`config.mk`:
```
export PLATFORM = sky130hd
export DESIGN_NAME = uart_byte_rx_multibaud
export DESIGN_NICKNAME = d
export VERILOG_FILES = /design/src/rtl/uart_pkg.sv /design/src/rtl/uart_rx_tick_gen.sv /design/src/rtl/uart_byte_rx_multibaud.sv
export SDC_FILE = /design/constraint.sdc
export NUM_CORES = 1
export LEC_CHECK = 0
export BUFFER_PORTS_ARGS = -buffer_cell sky130_fd_sc_hd__buf_2
export CORE_AREA = 5 5 96 98
export CTS_CLUSTER_DIAMETER = 50
export DETAILED_ROUTE_END_ITERATION = 10
export DIE_AREA = 0 0 101 103
export SYNTH_ARGS = -nofsm -noshare
export SYNTH_HDL_FRONTEND = slang
export SYNTH_SLANG_ARGS = --single-unit
export TNS_END_PERCENT = 10
```
`constraint.sdc`:
```
create_clock -name clk -period 2 [get_ports clk]
set_input_delay 0 -clock clk [delete_from_list [all_inputs] [get_ports clk]]
set_output_delay 0 -clock clk [all_outputs]
set_load 0.02 [all_outputs]
```
`src/rtl/uart_pkg.sv`:
```
// Shared UART definitions: baud divisor tables for the 16x RX oversampler and
// the 1x TX bit timer (both for a 50 MHz clk), line levels and RX state encoding.
package uart_pkg;

    localparam logic START_BIT = 1'b0;
    localparam logic STOP_BIT  = 1'b1;

    typedef logic [9:0]  rx_div_t;
    typedef logic [13:0] tx_div_t;

    typedef enum logic [2:0] {
        RX_IDLE   = 3'd0,
        RX_START  = 3'd1,
        RX_DATA   = 3'd2,
        RX_PARITY = 3'd3,
        RX_STOP   = 3'd4
    } rx_state_e;

    // 16x oversample terminal count: one tick every (value + 1) clocks
    function automatic rx_div_t rx_div(input logic [2:0] sel);
        case (sel)
            3'd0:    return rx_div_t'(650);
            3'd1:    return rx_div_t'(325);
            3'd2:    return rx_div_t'(162);
            3'd3:    return rx_div_t'(80);
            3'd4:    return rx_div_t'(53);
            3'd5:    return rx_div_t'(41);
            3'd6:    return rx_div_t'(26);
            default: return rx_div_t'(13);
        endcase
    endfunction

    // Full bit-time terminal count used by the matching transmitter
    function automatic tx_div_t tx_div(input logic [2:0] sel);
        case (sel)
            3'd0:    return tx_div_t'(10416);
            3'd1:    return tx_div_t'(5207);
            3'd2:    return tx_div_t'(2603);
            3'd3:    return tx_div_t'(1301);
            3'd4:    return tx_div_t'(867);
            3'd5:    return tx_div_t'(666);
            3'd6:    return tx_div_t'(433);
            default: return tx_div_t'(216);
        endcase
    endfunction

endpackage

```
`src/rtl/uart_rx_tick_gen.sv`:
```
// 16x oversample tick generator. The divisor is captured on clear_i (start
// detect) so baud_set may change freely while a frame is in flight.
module uart_rx_tick_gen
    import uart_pkg::*;
(
    input  logic       clk,
    input  logic       reset,
    input  logic       clear_i,
    input  logic       run_i,
    input  logic [2:0] baud_set_i,
    output logic       tick_o
);

    rx_div_t dr_q;
    rx_div_t div_cnt_q, div_cnt_d;

    assign tick_o = run_i && (div_cnt_q == dr_q);

    // Next divider count: cleared on start, parked at 0 while idle
    always_comb begin
        div_cnt_d = div_cnt_q + rx_div_t'(1);
        if (clear_i || !run_i || tick_o) begin
            div_cnt_d = '0;
        end
    end

    // Divisor latch and divider count registers
    always_ff @(posedge clk) begin
        if (reset) begin
            dr_q      <= rx_div(3'd0);
            div_cnt_q <= '0;
        end else begin
            if (clear_i) begin
                dr_q <= rx_div(baud_set_i);
            end
            div_cnt_q <= div_cnt_d;
        end
    end

endmodule

```
`src/rtl/uart_byte_rx_multibaud.sv`:
```
// 8N1 UART byte receiver, 16x oversampled, 3-sample majority vote per bit.
// Optional feature macro: UART_RX_PARITY_EN inserts a parity bit after bit 7
// and drives parity_err; without it parity_err is tied low.
module uart_byte_rx_multibaud
    import uart_pkg::*;
#(
    parameter int unsigned CLK_FREQ = 50_000_000
) (
    input  logic       clk,
    input  logic       reset,
    input  logic       uart_rx,
    input  logic [2:0] baud_set,
    input  logic       parity_odd,
    output logic [7:0] data_byte,
    output logic       rx_done,
    output logic       frame_err,
    output logic       parity_err,
    output logic       uart_state
);

    // CLK_FREQ is informational; the divisor table is fixed for 50 MHz
    logic [31:0] unused_clk_freq;
    assign unused_clk_freq = CLK_FREQ;

    rx_state_e  state_q, state_d;
    logic       sync1_q, sync2_q, sync3_q;
    logic [3:0] tick_cnt_q;
    logic [2:0] bit_idx_q;
    logic       smp7_q, smp8_q;
    logic [7:0] shreg_q;
    logic [7:0] data_byte_q;
    logic       rx_done_q, frame_err_q;
    logic       tick, fall_edge, start_det, maj, mid_tick, end_tick;
    logic       run, shift_en, par_en, finish;

    assign fall_edge = ~sync2_q & sync3_q;
    assign start_det = (state_q == RX_IDLE) & fall_edge;
    assign mid_tick  = tick & (tick_cnt_q == 4'd9);
    assign end_tick  = tick & (tick_cnt_q == 4'd15);
    // Third vote is the live sample taken on the tick_cnt 9 tick
    assign maj = (smp7_q & smp8_q) | (smp7_q & sync2_q) | (smp8_q & sync2_q);

    uart_rx_tick_gen u_tick_gen (
        .clk        (clk),
        .reset      (reset),
        .clear_i    (start_det),
        .run_i      (run),
        .baud_set_i (baud_set),
        .tick_o     (tick)
    );

    // Two-flop synchronizer plus an edge-detect flop, idle-high reset
    always_ff @(posedge clk) begin
        if (reset) begin
            sync1_q <= 1'b1;
            sync2_q <= 1'b1;
            sync3_q <= 1'b1;
        end else begin
            sync1_q <= uart_rx;
            sync2_q <= sync1_q;
            sync3_q <= sync2_q;
        end
    end

    // FSM state register
    always_ff @(posedge clk) begin
        if (reset) state_q <= RX_IDLE;
        else       state_q <= state_d;
    end

    // FSM next-state logic
    always_comb begin
        state_d = state_q;
        case (state_q)
            RX_IDLE:   if (fall_edge) state_d = RX_START;
            RX_START: begin
                if (mid_tick && maj)  state_d = RX_IDLE;
                else if (end_tick)    state_d = RX_DATA;
            end
`ifdef UART_RX_PARITY_EN
            RX_DATA:   if (end_tick && bit_idx_q == 3'd7) state_d = RX_PARITY;
            RX_PARITY: if (end_tick) state_d = RX_STOP;
`else
            RX_DATA:   if (end_tick && bit_idx_q == 3'd7) state_d = RX_STOP;
`endif
            // Leaving at the stop-bit centre gives margin for back-to-back frames
            RX_STOP:   if (mid_tick) state_d = RX_IDLE;
            default:   state_d = RX_IDLE;
        endcase
    end

    // FSM output decode
    always_comb begin
        run        = (state_q != RX_IDLE);
        uart_state = run;
        shift_en   = (state_q == RX_DATA)   & mid_tick;
        par_en     = (state_q == RX_PARITY) & mid_tick;
        finish     = (state_q == RX_STOP)   & mid_tick;
    end

    // Bit timing, sampling, shift register and result registers
    always_ff @(posedge clk) begin
        if (reset) begin
            tick_cnt_q  <= '0;
            bit_idx_q   <= '0;
            smp7_q      <= 1'b1;
            smp8_q      <= 1'b1;
            shreg_q     <= '0;
            data_byte_q <= '0;
            rx_done_q   <= 1'b0;
            frame_err_q <= 1'b0;
        end else begin
            rx_done_q <= finish;
            if (state_q == RX_IDLE) begin
                tick_cnt_q <= '0;
                bit_idx_q  <= '0;
            end else if (tick) begin
                tick_cnt_q <= tick_cnt_q + 4'd1;
                if (tick_cnt_q == 4'd7) smp7_q <= sync2_q;
                if (tick_cnt_q == 4'd8) smp8_q <= sync2_q;
                if (end_tick && state_q == RX_DATA) bit_idx_q <= bit_idx_q + 3'd1;
            end
            if (shift_en) begin
                shreg_q <= {maj, shreg_q[7:1]};
            end
            if (finish) begin
                data_byte_q <= shreg_q;
                frame_err_q <= ~maj;
            end
        end
    end

`ifdef UART_RX_PARITY_EN
    logic par_bit_q, parity_err_q;

    // Capture the received parity bit and check it when the frame completes
    always_ff @(posedge clk) begin
        if (reset) begin
            par_bit_q    <= 1'b0;
            parity_err_q <= 1'b0;
        end else begin
            if (par_en) par_bit_q <= maj;
            if (finish) parity_err_q <= (^shreg_q ^ parity_odd) != par_bit_q;
        end
    end
    assign parity_err = parity_err_q;
`else
    logic unused_parity;
    assign unused_parity = parity_odd ^ par_en;
    assign parity_err    = 1'b0;
`endif

    assign data_byte = data_byte_q;
    assign rx_done   = rx_done_q;
    assign frame_err = frame_err_q;

endmodule
```
==> out/metrics.csv, run 1 <==
stage,metric,value,unit
clock_network,cts_buffer_depth,2,
pwr,p_leak,0.9810,nW
timing,whs,0.07453,ns
synthesis,synthArstFlopShare,0,%
worst_setup_path,required,2.21,ns
global_route,antenna_found_initial,0,
clock_network,clkSinkCount,53,
clock_network,cts_tree,yes,
drt,avgRoutedWirePerCell,11.29,µm
placed_design,io_buffers,16,
final_layout,n_antenna_cell,0,
floorplan,die_width,101,µm
global_route,grt_pass1_vias,1675,
outcome,outcome,"complete, no violations",
clock_network,cts_resized,0,
synthesis,yosys.area.top_type,dfxtp_1,
floorplan,floorplan.initialDensity,28.68,%
final_layout,layout.filler_cells,886,
floorplan,die_h,103,µm
clock_network,number_of_hold_buffers_added_after_cts,1,
floorplan,die_area,10400,µm²
drt,route.detailed.drc,0,
drt,routed_via_density,4.499,
timing,timing.fmax,566.7,MHz
clock_network,clkSlewWorstSetupHoldPaths,0.10,ns
global_route,grt_usage,9.172,%
timing,clock-skew-final,0.009006,ns
synthesis,syn-cell-area,2404,µm²
synthesis,synth-seq-area-share,44.14,%
timing,grt_setup_unrepaired,no,
drt,antenna_violating_nets_post_route,0,
timing,setup_viol_count_final,0,
global_route,pin_count_of_the_biggest_net_entering_global_routing,36,
final_layout,finish.net_count,289,
floorplan,core.rowCount,34,
worst_setup_path,setup_crit_path_kind,reg2reg,
final_layout,core_occupancy_in_the_finished_layout,32.53,%
placed_design,hpwlAfterDp,3150,µm
placed_design,gp_routability_congestion,0.7859,
drt,vias,1732,
timing,timing.final.crit_share,88.23,%
final_layout,syn_to_final_growth,13.43,%
timing,hold_viol_final,0,
timing,setup-tns-final,0,ns
synthesis,synthFlopType,dfxtp_1,
run,maxCapViolCount,0,
synthesis,synth_seq_cells,53,
drt,wl,4346,µm
clock_network,cts_setup_buffers,0,
global_route,grt.overflow.total,0,
synthesis,synth_enable_flop_cells,0,
timing,maxSlewViolCount,0,
synthesis,instance_count_of_the_mapped_netlist,258,
final_layout,mostFrequentLayoutCells,"53 x dfxtp_1, 50 x nor2_1, 21 x mux2i_1",
clock_network,numCtsBuffers,5,
final_layout,mostFrequentLayoutCell,dfxtp_1,
synthesis,mean_syn_cell_area,9.316,µm²
final_layout,drive_gt1_share,16.25,%
clock_network,worst_skew_pair.late_latency,0.31,ns
drt,drt-initial-drc-count,51,
floorplan,placeableCoreArea,8381,µm²
global_route,global_route_wire_length_before_repair,7659,µm
synthesis,synthesis.yosys.warnings,0,
floorplan,num_io_pins,19,
synthesis,netlist-cell-type-count,41,
worst_hold_path,hold_path.class,in2reg,
synthesis,postSynthNetCount,271,
worst_setup_path,worstPathMaxFanout,5,
worst_setup_path,timing.critical_path.to_type,flop,
pwr,ir_worst_vdd,244.9,µV
clock_network,clock_tree.htree_level_count,2,
synthesis,synth_area_leaders,"dfxtp_1 44%, mux2i_1 8.7%, nor2_1 7.8%",
timing,finalWorstPathRequiredPeriod,1.765,ns
pwr,powerDensity,656.3,nW/µm²
worst_setup_path,timing.critical_path.arrival,1.97,ns
synthesis,synth.top_cell.area_share,44.14,%
worst_setup_path,critPathLaunchType,flop,
clock_network,cts-root-buf,clkbuf_8,
drt,detailedRoute.firstPassIterationCount,4,
layer usage:
metal / GRT usage (%) / up-vias / share of wire [%] / wire (µm)
met4: 2.761 / 0 / 0.76 / 33
met3: 2.368 / 5 / 4.6 / 199
met2: 14.48 / 28 / 44 / 1907
met1: 12.35 / 795 / 51 / 2207
met5: 0 / - / 0 / 0
li1: - / 904 / - / -
through the flow:
step           setup WS (ns)  area, µm²  power, mW  std cells
2_1_floorplan         0.1967       2404      1.178        258
3_3_place_gp          0.2802       2626      1.201        376
3_5_place_dp          0.2446       2626      1.203        376
4_1_cts               0.2114       2726      1.817        385
5_1_grt              0.03694       2726      1.863        385
6_report              0.2354       2726      1.789        385
cells by family after synthesis:
logic type / share of synthesized area, %
AO/OA/AOI/OAI: 5.986
XOR/XNOR: 9.630
adder cells (fa/ha/maj): 3.956
buffers and inverters: 4.164
flip-flops: 44.14
multiplexers: 8.745
other: 0.1560
AND/OR/NAND/NOR: 23.22
synthesized netlist by cell type (all sizes together) (6+ instances only):
cell type,number
a211oi,6
nor2,50
mux2i,21
dfxtp,53
buf,7
nand2,11
inv,9
nor4,6
clkbuf,8
xnor2,20
ha,6
nor3,11
flip-flops by register name (all words and copies together), names as in the netlist:
name / count
bit_idx_q: 3
data_byte: 8
frame_err: 1
rx_done: 1
shreg_q: 8
smp7_q: 1
smp8_q: 1
state_q: 3
sync1_q: 1
sync2_q: 1
sync3_q: 1
tick_cnt_q: 4
u_tick_gen.div_cnt_q: 10
u_tick_gen.dr_q: 10
power breakdown:
part,switching (mW),internal (mW)
combinational,0.0578,0.0402
clock,0.362,0.249
sequential,0.0122,1.07
total,0.432,1.36
path summary, 6_finish.rpt:
kind / to / from / slack [ns] / depth (start not counted)
min: u_tick_gen.dr_q[5]$_SDFFE_PP0P_ / baud_set[1] / 0.07 / 3
max reg2reg: bit_idx_q[1]$_SDFFE_PP0P_ / tick_cnt_q[0]$_SDFFE_PP0P_ / 0.24 / 6
max: bit_idx_q[1]$_SDFFE_PP0P_ / tick_cnt_q[0]$_SDFFE_PP0P_ / 0.24 / 6
min reg2reg: sync2_q$_SDFF_PP1_ / sync1_q$_SDFF_PP1_ / 0.43 / 1
final cells by class:
cell class,count,area (µm²),area share [%]
Timing Repair Buffer,26,157.7,5.782
Multi-Input combinational cell,181,1249,45.80
Clock inverter,3,21.27,0.7802
Tap cell,108,135.1,4.956
Inverter,9,33.78,1.239
Clock buffer,5,68.82,2.524
Sequential cell,53,1061,38.92
worst max-delay path, stage by stage, from the launching register on:
cell	delay, ns
dfxtp_1	0.43
ha_1	0.21
and3_1	0.29
nand2_1	0.09
nor4_2	0.36
mux2i_1	0.24
nor2_1	0.05
No activity file was read; power rests on OpenSTA's default activity.
==> run 2, diff against run 1 <==
--- a/config.mk
+++ b/config.mk
@@ -12,5 +12,6 @@
 export DIE_AREA = 0 0 101 103
 export SYNTH_ARGS = -nofsm -noshare
 export SYNTH_HDL_FRONTEND = slang
+export SYNTH_HIERARCHICAL = 1
 export SYNTH_SLANG_ARGS = --single-unit
 export TNS_END_PERCENT = 10
==> out/metrics.csv, run 2 <==
stage,metric,value,unit
global_route,grt_busiest_layer,met2,
synthesis,instance_count_of_the_mapped_netlist,263,
final_layout,drive_gt1_share,21.28,%
floorplan,num_io_pins,19,
synthesis,synth_seq_cells,53,
drt,drt-initial-drc-count,60,
drt,wl,4546,µm
floorplan,placeableCoreArea,8381,µm²
drt,antenna_violating_nets_post_route,0,
placed_design,hpwlAfterDp,3198,µm
worst_hold_path,hold_path.class,in2reg,
outcome,outcome,"complete, no violations",
global_route,grt_usage,8.984,%
pwr,p_leak,0.9500,nW
global_route,grt.overflow.total,0,
worst_setup_path,setup_crit_path_kind,reg2reg,
synthesis,synthTopCellsByCount,"53 x dfxtp_1, 23 x a21oi_1, 23 x nor2_1",
clock_network,cts_buffer_depth,2,
final_layout,syn_to_final_growth,14.34,%
synthesis,synth.top_cell.area_share,43.73,%
floorplan,floorplan.initialDensity,28.95,%
final_layout,layout.filler_cells,867,
floorplan,die_area,10400,µm²
timing,whs,0.03367,ns
floorplan,core.rowCount,34,
global_route,antenna_found_initial,0,
pwr,powerDensity,637.2,nW/µm²
global_route,global_route.usage.met3,2.436,%
drt,route.detailed.drc,0,
clock_network,cts_setup_buffers,0,
timing,setup-tns-final,0,ns
clock_network,numCtsBuffers,5,
synthesis,mean_syn_cell_area,9.225,µm²
placed_design,io_buffers,16,
worst_setup_path,required,2.21,ns
final_layout,fin_area,2774,µm²
drt,routed_via_density,4.792,
global_route,use_met1,11.97,%
floorplan,die_h,103,µm
worst_setup_path,timing.critical_path.arrival,2.10,ns
timing,worst_slew_pin_slew,0.6573,ns
clock_network,cts-root-buf,clkbuf_8,
worst_setup_path,worstPathMaxFanout,10,
synthesis,syn-cell-area,2426,µm²
final_layout,mostFrequentLayoutCells,"49 x dfxtp_1, 23 x a21oi_1, 23 x nor2_1",
clock_network,cts_tree,yes,
clock_network,clkSlewWorstSetupHoldPaths,0.10,ns
synthesis,yosys.area.top_type,dfxtp_1,
final_layout,n_antenna_cell,0,
synthesis,synth_enable_flop_cells,0,
synthesis,synth_area_leaders,"dfxtp_1 44%, a21oi_1 4.7%, nand3_1 4.5%",
global_route,grt_pass1_vias,1711,
synthesis,netlist-cell-type-count,47,
final_layout,mostFrequentLayoutCell,dfxtp_1,
clock_network,worst_skew_pair.late_latency,0.30,ns
timing,hold_viol_final,0,
synthesis,synthArstFlopShare,0,%
run,maxCapViolCount,0,
global_route,global_route_wire_length_before_repair,7686,µm
timing,timing.final.crit_share,94.49,%
placed_design,gp_routability_congestion,0.7628,
drt,vias,1869,
clock_network,clkSinkCount,53,
placed_design,placement.cell_area,2643,µm²
final_layout,finish.net_count,294,
worst_setup_path,timing.critical_path.to_type,flop,
timing,setup_viol_count_final,0,
synthesis,synthesis.yosys.warnings,6,
pwr,ir_worst_vdd,264.5,µV
synthesis,postSynthNetCount,276,
global_route,grtUsageMet2,14.84,%
timing,maxSlewViolCount,0,
drt,detailedRoute.firstPassIterationCount,4,
timing,worst_slew_margin_rel,56.18,%
global_route,pin_count_of_the_biggest_net_entering_global_routing,39,
timing,timing.fmax,529.2,MHz
final_layout,largest_registers,"u_tick_gen/div_cnt_q x10, u_tick_gen/dr_q x10",
pwr,total_power,1.768,mW
timing,finalWorstPathRequiredPeriod,1.890,ns
synthesis,synth-seq-area-share,43.73,%
synthesis,synth_most_common_cell,dfxtp_1,
synthesis,synthFlopType,dfxtp_1,
floorplan,die_width,101,µm
final_layout,core_occupancy_in_the_finished_layout,33.10,%
worst_setup_path,critPathLaunchType,flop,
drt,avgRoutedWirePerCell,11.66,µm
timing,clock-skew-final,0.008559,ns
clock_network,clock_tree.htree_level_count,2,
-- run 2: cell types whose count changed after synthesis, sizes merged, moves of 5 or more --
cell   before  now
a21oi       3   23
buf         7   12
inv         9    4
mux2i      21    2
nand2      11    6
nand3       4   22
nor2       50   23
nor3       11    3
nor4        6    0
o21ai       1   20
xnor2      20   14
xor2        3    8
-- run 2: what timing repair did --
action,CTS,global route
endpoints found under the setup margin,0,23
hold endpoints to repair,2,0
hold buffers,2,0
gates resized for setup,0,10
-- run 2: cell families (layout without fill, tap and decap cells) --
logic type / Yosys count / in the layout / share of synthesized area, %
DFF: 53 / 53 / 43.73
adders and majority gates: 7 / 7 / 3.507
muxes: 3 / 3 / 1.289
xor gates and xnor gates: 22 / 22 / 8.561
other: 1 / 1 / 0.1546
AOI/OAI and AO/OA: 60 / 60 / 15.21
buffers and inverters: 23 / 42 / 5.002
and+or+nand+nor: 94 / 94 / 22.54
-- run 2: metrics by stage --
| stage | setup slack (ns) | std cells |
|---|---|---|
| floorplan | -0.02857 | 263 |
| global placement | 0.08974 | 380 |
| detailed placement | 0.04470 | 380 |
| CTS | 0.009844 | 390 |
| global route | -0.01113 | 390 |
| finish | 0.1103 | 390 |
-- run 2: layer usage --
layer  part of all wire [%]  vias to the layer above
li1                       -                      965
met1                     50                      877
met2                     45                       23
met3                    3.8                        4
met4                   0.97                        0
met5                      0                        -
-- run 2: power by group --
| group | internal [mW] | switching [mW] | total, mW |
|---|---|---|---|
| sequential | 1.07 | 0.0102 | 1.08 |
| clock | 0.243 | 0.348 | 0.591 |
| combinational | 0.0434 | 0.0556 | 0.0989 |
| total | 1.35 | 0.414 | 1.77 |
-- run 2: worst max-delay path, stage by stage, from the launching register on --
cell and delay, ns:
dfxtp_1 0.34, xnor2_1 0.21, nand3_2 0.16, nor3_2 0.21, buf_4 0.19, and4_2 0.27
nand4b_1 0.12, a211oi_1 0.28
-- run 2: layout make-up --
class	instances	area, µm²	share of cell area (%)
Multi-Input combinational cell	187	1261	45.47
Sequential cell	53	1066	38.43
Timing Repair Buffer	30	210.2	7.578
Tap cell	108	135.1	4.871
Clock buffer	5	68.82	2.481
Clock inverter	3	17.52	0.6315
Inverter	4	15.01	0.5413
-- run 2: path summary, 6_finish.rpt --
check        cells past startpoint                            start  slack, ns                         endpoint
max                              7  u_tick_gen/dr_q[8]$_SDFFE_PP0P_       0.11          state_q[2]$_SDFFE_PP0P_
min                              3                      baud_set[2]       0.03  u_tick_gen/dr_q[0]$_SDFFE_PP0P_
max reg2reg                      7  u_tick_gen/dr_q[8]$_SDFFE_PP0P_       0.11          state_q[2]$_SDFFE_PP0P_
min reg2reg                      1               sync1_q$_SDFF_PP1_       0.42               sync2_q$_SDFF_PP1_
==> run 3, diff against run 2 <==
==> constraint.sdc (replaced) <==
create_clock -name clk -period 2 [get_ports clk]
set_input_delay 0.1 -clock clk [delete_from_list [all_inputs] [get_ports clk]]
set_output_delay 0.1 -clock clk [all_outputs]
set_load 0.02 [all_outputs]
==> out/metrics.csv, run 3 (same netlist as run 2, synthesis figures left out) <==
stage,metric,value,unit
outcome,outcome,"complete, no violations",
clock_network,cts_buffer_depth,2,
timing,worst_slew_pin_slew,0.6904,ns
drt,antenna_violating_nets_post_route,0,
worst_setup_path,reg2reg_launch_point,state_q[0]$_SDFFE_PP0P_,
placed_design,io_buffers,16,
worst_hold_path,hold_start,baud_set[0],
clock_network,cts_tree,yes,
pwr,powerDensity,676.9,nW/µm²
drt,drt-initial-drc-count,90,
floorplan,core.rowCount,34,
timing,clock-skew-final,0.009380,ns
drt,vias,1866,
final_layout,n_antenna_cell,0,
final_layout,mostFrequentLayoutCell,dfxtp_1,
timing,finalWorstPathRequiredPeriod,1.838,ns
clock_network,clock_tree.htree_level_count,2,
worst_setup_path,timing.critical_path.to_type,flop,
worst_hold_path,min_path_cells,2,
worst_hold_path,hold_end,u_tick_gen/dr_q[1]$_SDFFE_PP1P_,
drt,detailedRoute.firstPassIterationCount,4,
final_layout,fin_area,2824,µm²
final_layout,syn_to_final_growth,16.40,%
timing,maxSlewViolCount,0,
worst_setup_path,setup.reg_to_reg.worst_slack,0.16,ns
floorplan,placeableCoreArea,8381,µm²
clock_network,clkSinkCount,53,
placed_design,dpl_worst_slack,0.02057,ns
global_route,grt.overflow.total,0,
timing,setup_viol_count_final,0,
final_layout,drive_gt1_share,23.32,%
floorplan,floorplan.initialDensity,28.95,%
global_route,grt_usage,9.436,%
drt,routed_via_density,4.772,
final_layout,largest_registers,"u_tick_gen/div_cnt_q x10, u_tick_gen/dr_q x10",
placed_design,placement.cell_area,2643,µm²
floorplan,die_width,101,µm
final_layout,mostFrequentLayoutCells,"49 x dfxtp_1, 23 x nor2_1, 21 x nand3_1, 21 x a21oi_1, 19 x o21ai_0",
timing,timing.fmax,543.9,MHz
worst_hold_path,hold_path.class,in2reg,
drt,wl,4665,µm
clock_network,clkSlewWorstSetupHoldPaths,0.10,ns
placed_design,gp_routability_congestion,0.7589,
floorplan,num_io_pins,19,
run,maxCapViolCount,0,
global_route,global_route_wire_length_before_repair,8135,µm
worst_setup_path,setup_crit_path_kind,reg2reg,
floorplan,die_h,103,µm
timing,grt_setup_unrepaired,yes,
worst_setup_path,worstPathMaxFanout,18,
pwr,p_leak,0.9726,nW
clock_network,numCtsBuffers,5,
global_route,antenna_found_initial,0,
pwr,ir_worst_vdd,353.1,µV
floorplan,die_area,10400,µm²
global_route,grt_pass1_vias,1745,
timing,setup_ws,0.1615,ns
placed_design,hpwlAfterDp,3262,µm
drt,route.detailed.drc,0,
worst_setup_path,ff2ff_path_depth,7,
timing,hold_viol_final,0,
drt,avgRoutedWirePerCell,11.93,µm
worst_setup_path,critPathLaunchType,flop,
timing,whs,0.09578,ns
timing,worst_slew_margin_rel,53.97,%
clock_network,cts-root-buf,clkbuf_8,
worst_setup_path,timing.critical_path.arrival,2.01,ns
final_layout,core_occupancy_in_the_finished_layout,33.70,%
worst_setup_path,required,2.17,ns
timing,timing.final.crit_share,91.92,%
final_layout,finish.net_count,295,
clock_network,worst_skew_pair.late_latency,0.30,ns
worst_setup_path,rr_endpoint,u_tick_gen/dr_q[5]$_SDFFE_PP0P_,
global_route,pin_count_of_the_biggest_net_entering_global_routing,39,
run 3: changes by cell type in the layout (fill, tap and decap cells not counted), moves of 2 or more:
cell,previous run,this run
clkinv_2,2,0
buf_4,9,12
a21oi_2,0,2
a21oi_1,23,21
run 3: repair_timing:
action                     CTS  global route
hold buffers                 1             0
hold endpoints to repair     1             0
buffers inserted             0             2
setup endpoints to repair    1            22
resized for setup            1            13
run 3: layout make-up:
cell class / count / area [µm²]
Timing Repair Buffer: 31 / 211.5
Multi-Input combinational cell: 187 / 1281
Sequential cell: 53 / 1066
Inverter: 4 / 15.01
Tap cell: 108 / 135.1
Clock inverter: 3 / 46.29
Clock buffer: 5 / 68.82
Fill cell: 876 / 5557
run 3: per-layer routing:
layer	part of all wire [%]	GRT usage (%)	vias up
met1	49	12.54	867
met4	0.45	1.840	0
met5	0	0	-
met2	46	15.65	30
li1	-	-	965
met3	4.5	2.368	4
run 3: worst max-delay path by stage:
stage	from	end	slack (ns)	depth (start not counted)
4_1_cts	u_tick_gen/div_cnt_q[8]$_SDFF_PP0_	data_byte[1]$_SDFFE_PP0P_	0.04	8
3_5_place_dp	u_tick_gen/div_cnt_q[8]$_SDFF_PP0_	data_byte[1]$_SDFFE_PP0P_	0.02	8
6_report	state_q[0]$_SDFFE_PP0P_	u_tick_gen/dr_q[5]$_SDFFE_PP0P_	0.16	7
5_1_grt	u_tick_gen/div_cnt_q[6]$_SDFF_PP0_	shreg_q[3]$_SDFFE_PP0P_	-0.04	8
3_3_place_gp	u_tick_gen/div_cnt_q[7]$_SDFF_PP0_	data_byte[1]$_SDFFE_PP0P_	0.07	8
2_1_floorplan	state_q[0]$_SDFFE_PP0P_	frame_err$_SDFFE_PP0P_	-0.03	10
run 3: per-stage QoR:
| step | instances | setup TNS, ns | power (mW) |
|---|---|---|---|
| after floorplan | 263 | -0.1636 | 1.178 |
| after global placement | 380 | 0 | 1.197 |
| after detailed placement | 380 | 0 | 1.199 |
| after CTS | 389 | 0 | 1.940 |
| after global routing | 391 | -0.04932 | 1.997 |
| final | 391 | 0 | 1.912 |
run 3: worst max-delay path: stages, from the launching register on:
cell	delay, ns
dfxtp_1	0.32
or3_1	0.42
buf_4	0.18
nor3b_2	0.27
buf_12	0.18
inv_1	0.07
a211oi_1	0.19
nor3_1	0.07
run 3: power breakdown:
group	switching (mW)	leakage (nW)	internal, mW
logic	0.0560	0.488	0.0427
registers	0.0107	0.431	1.07
clock network	0.359	0.0543	0.375
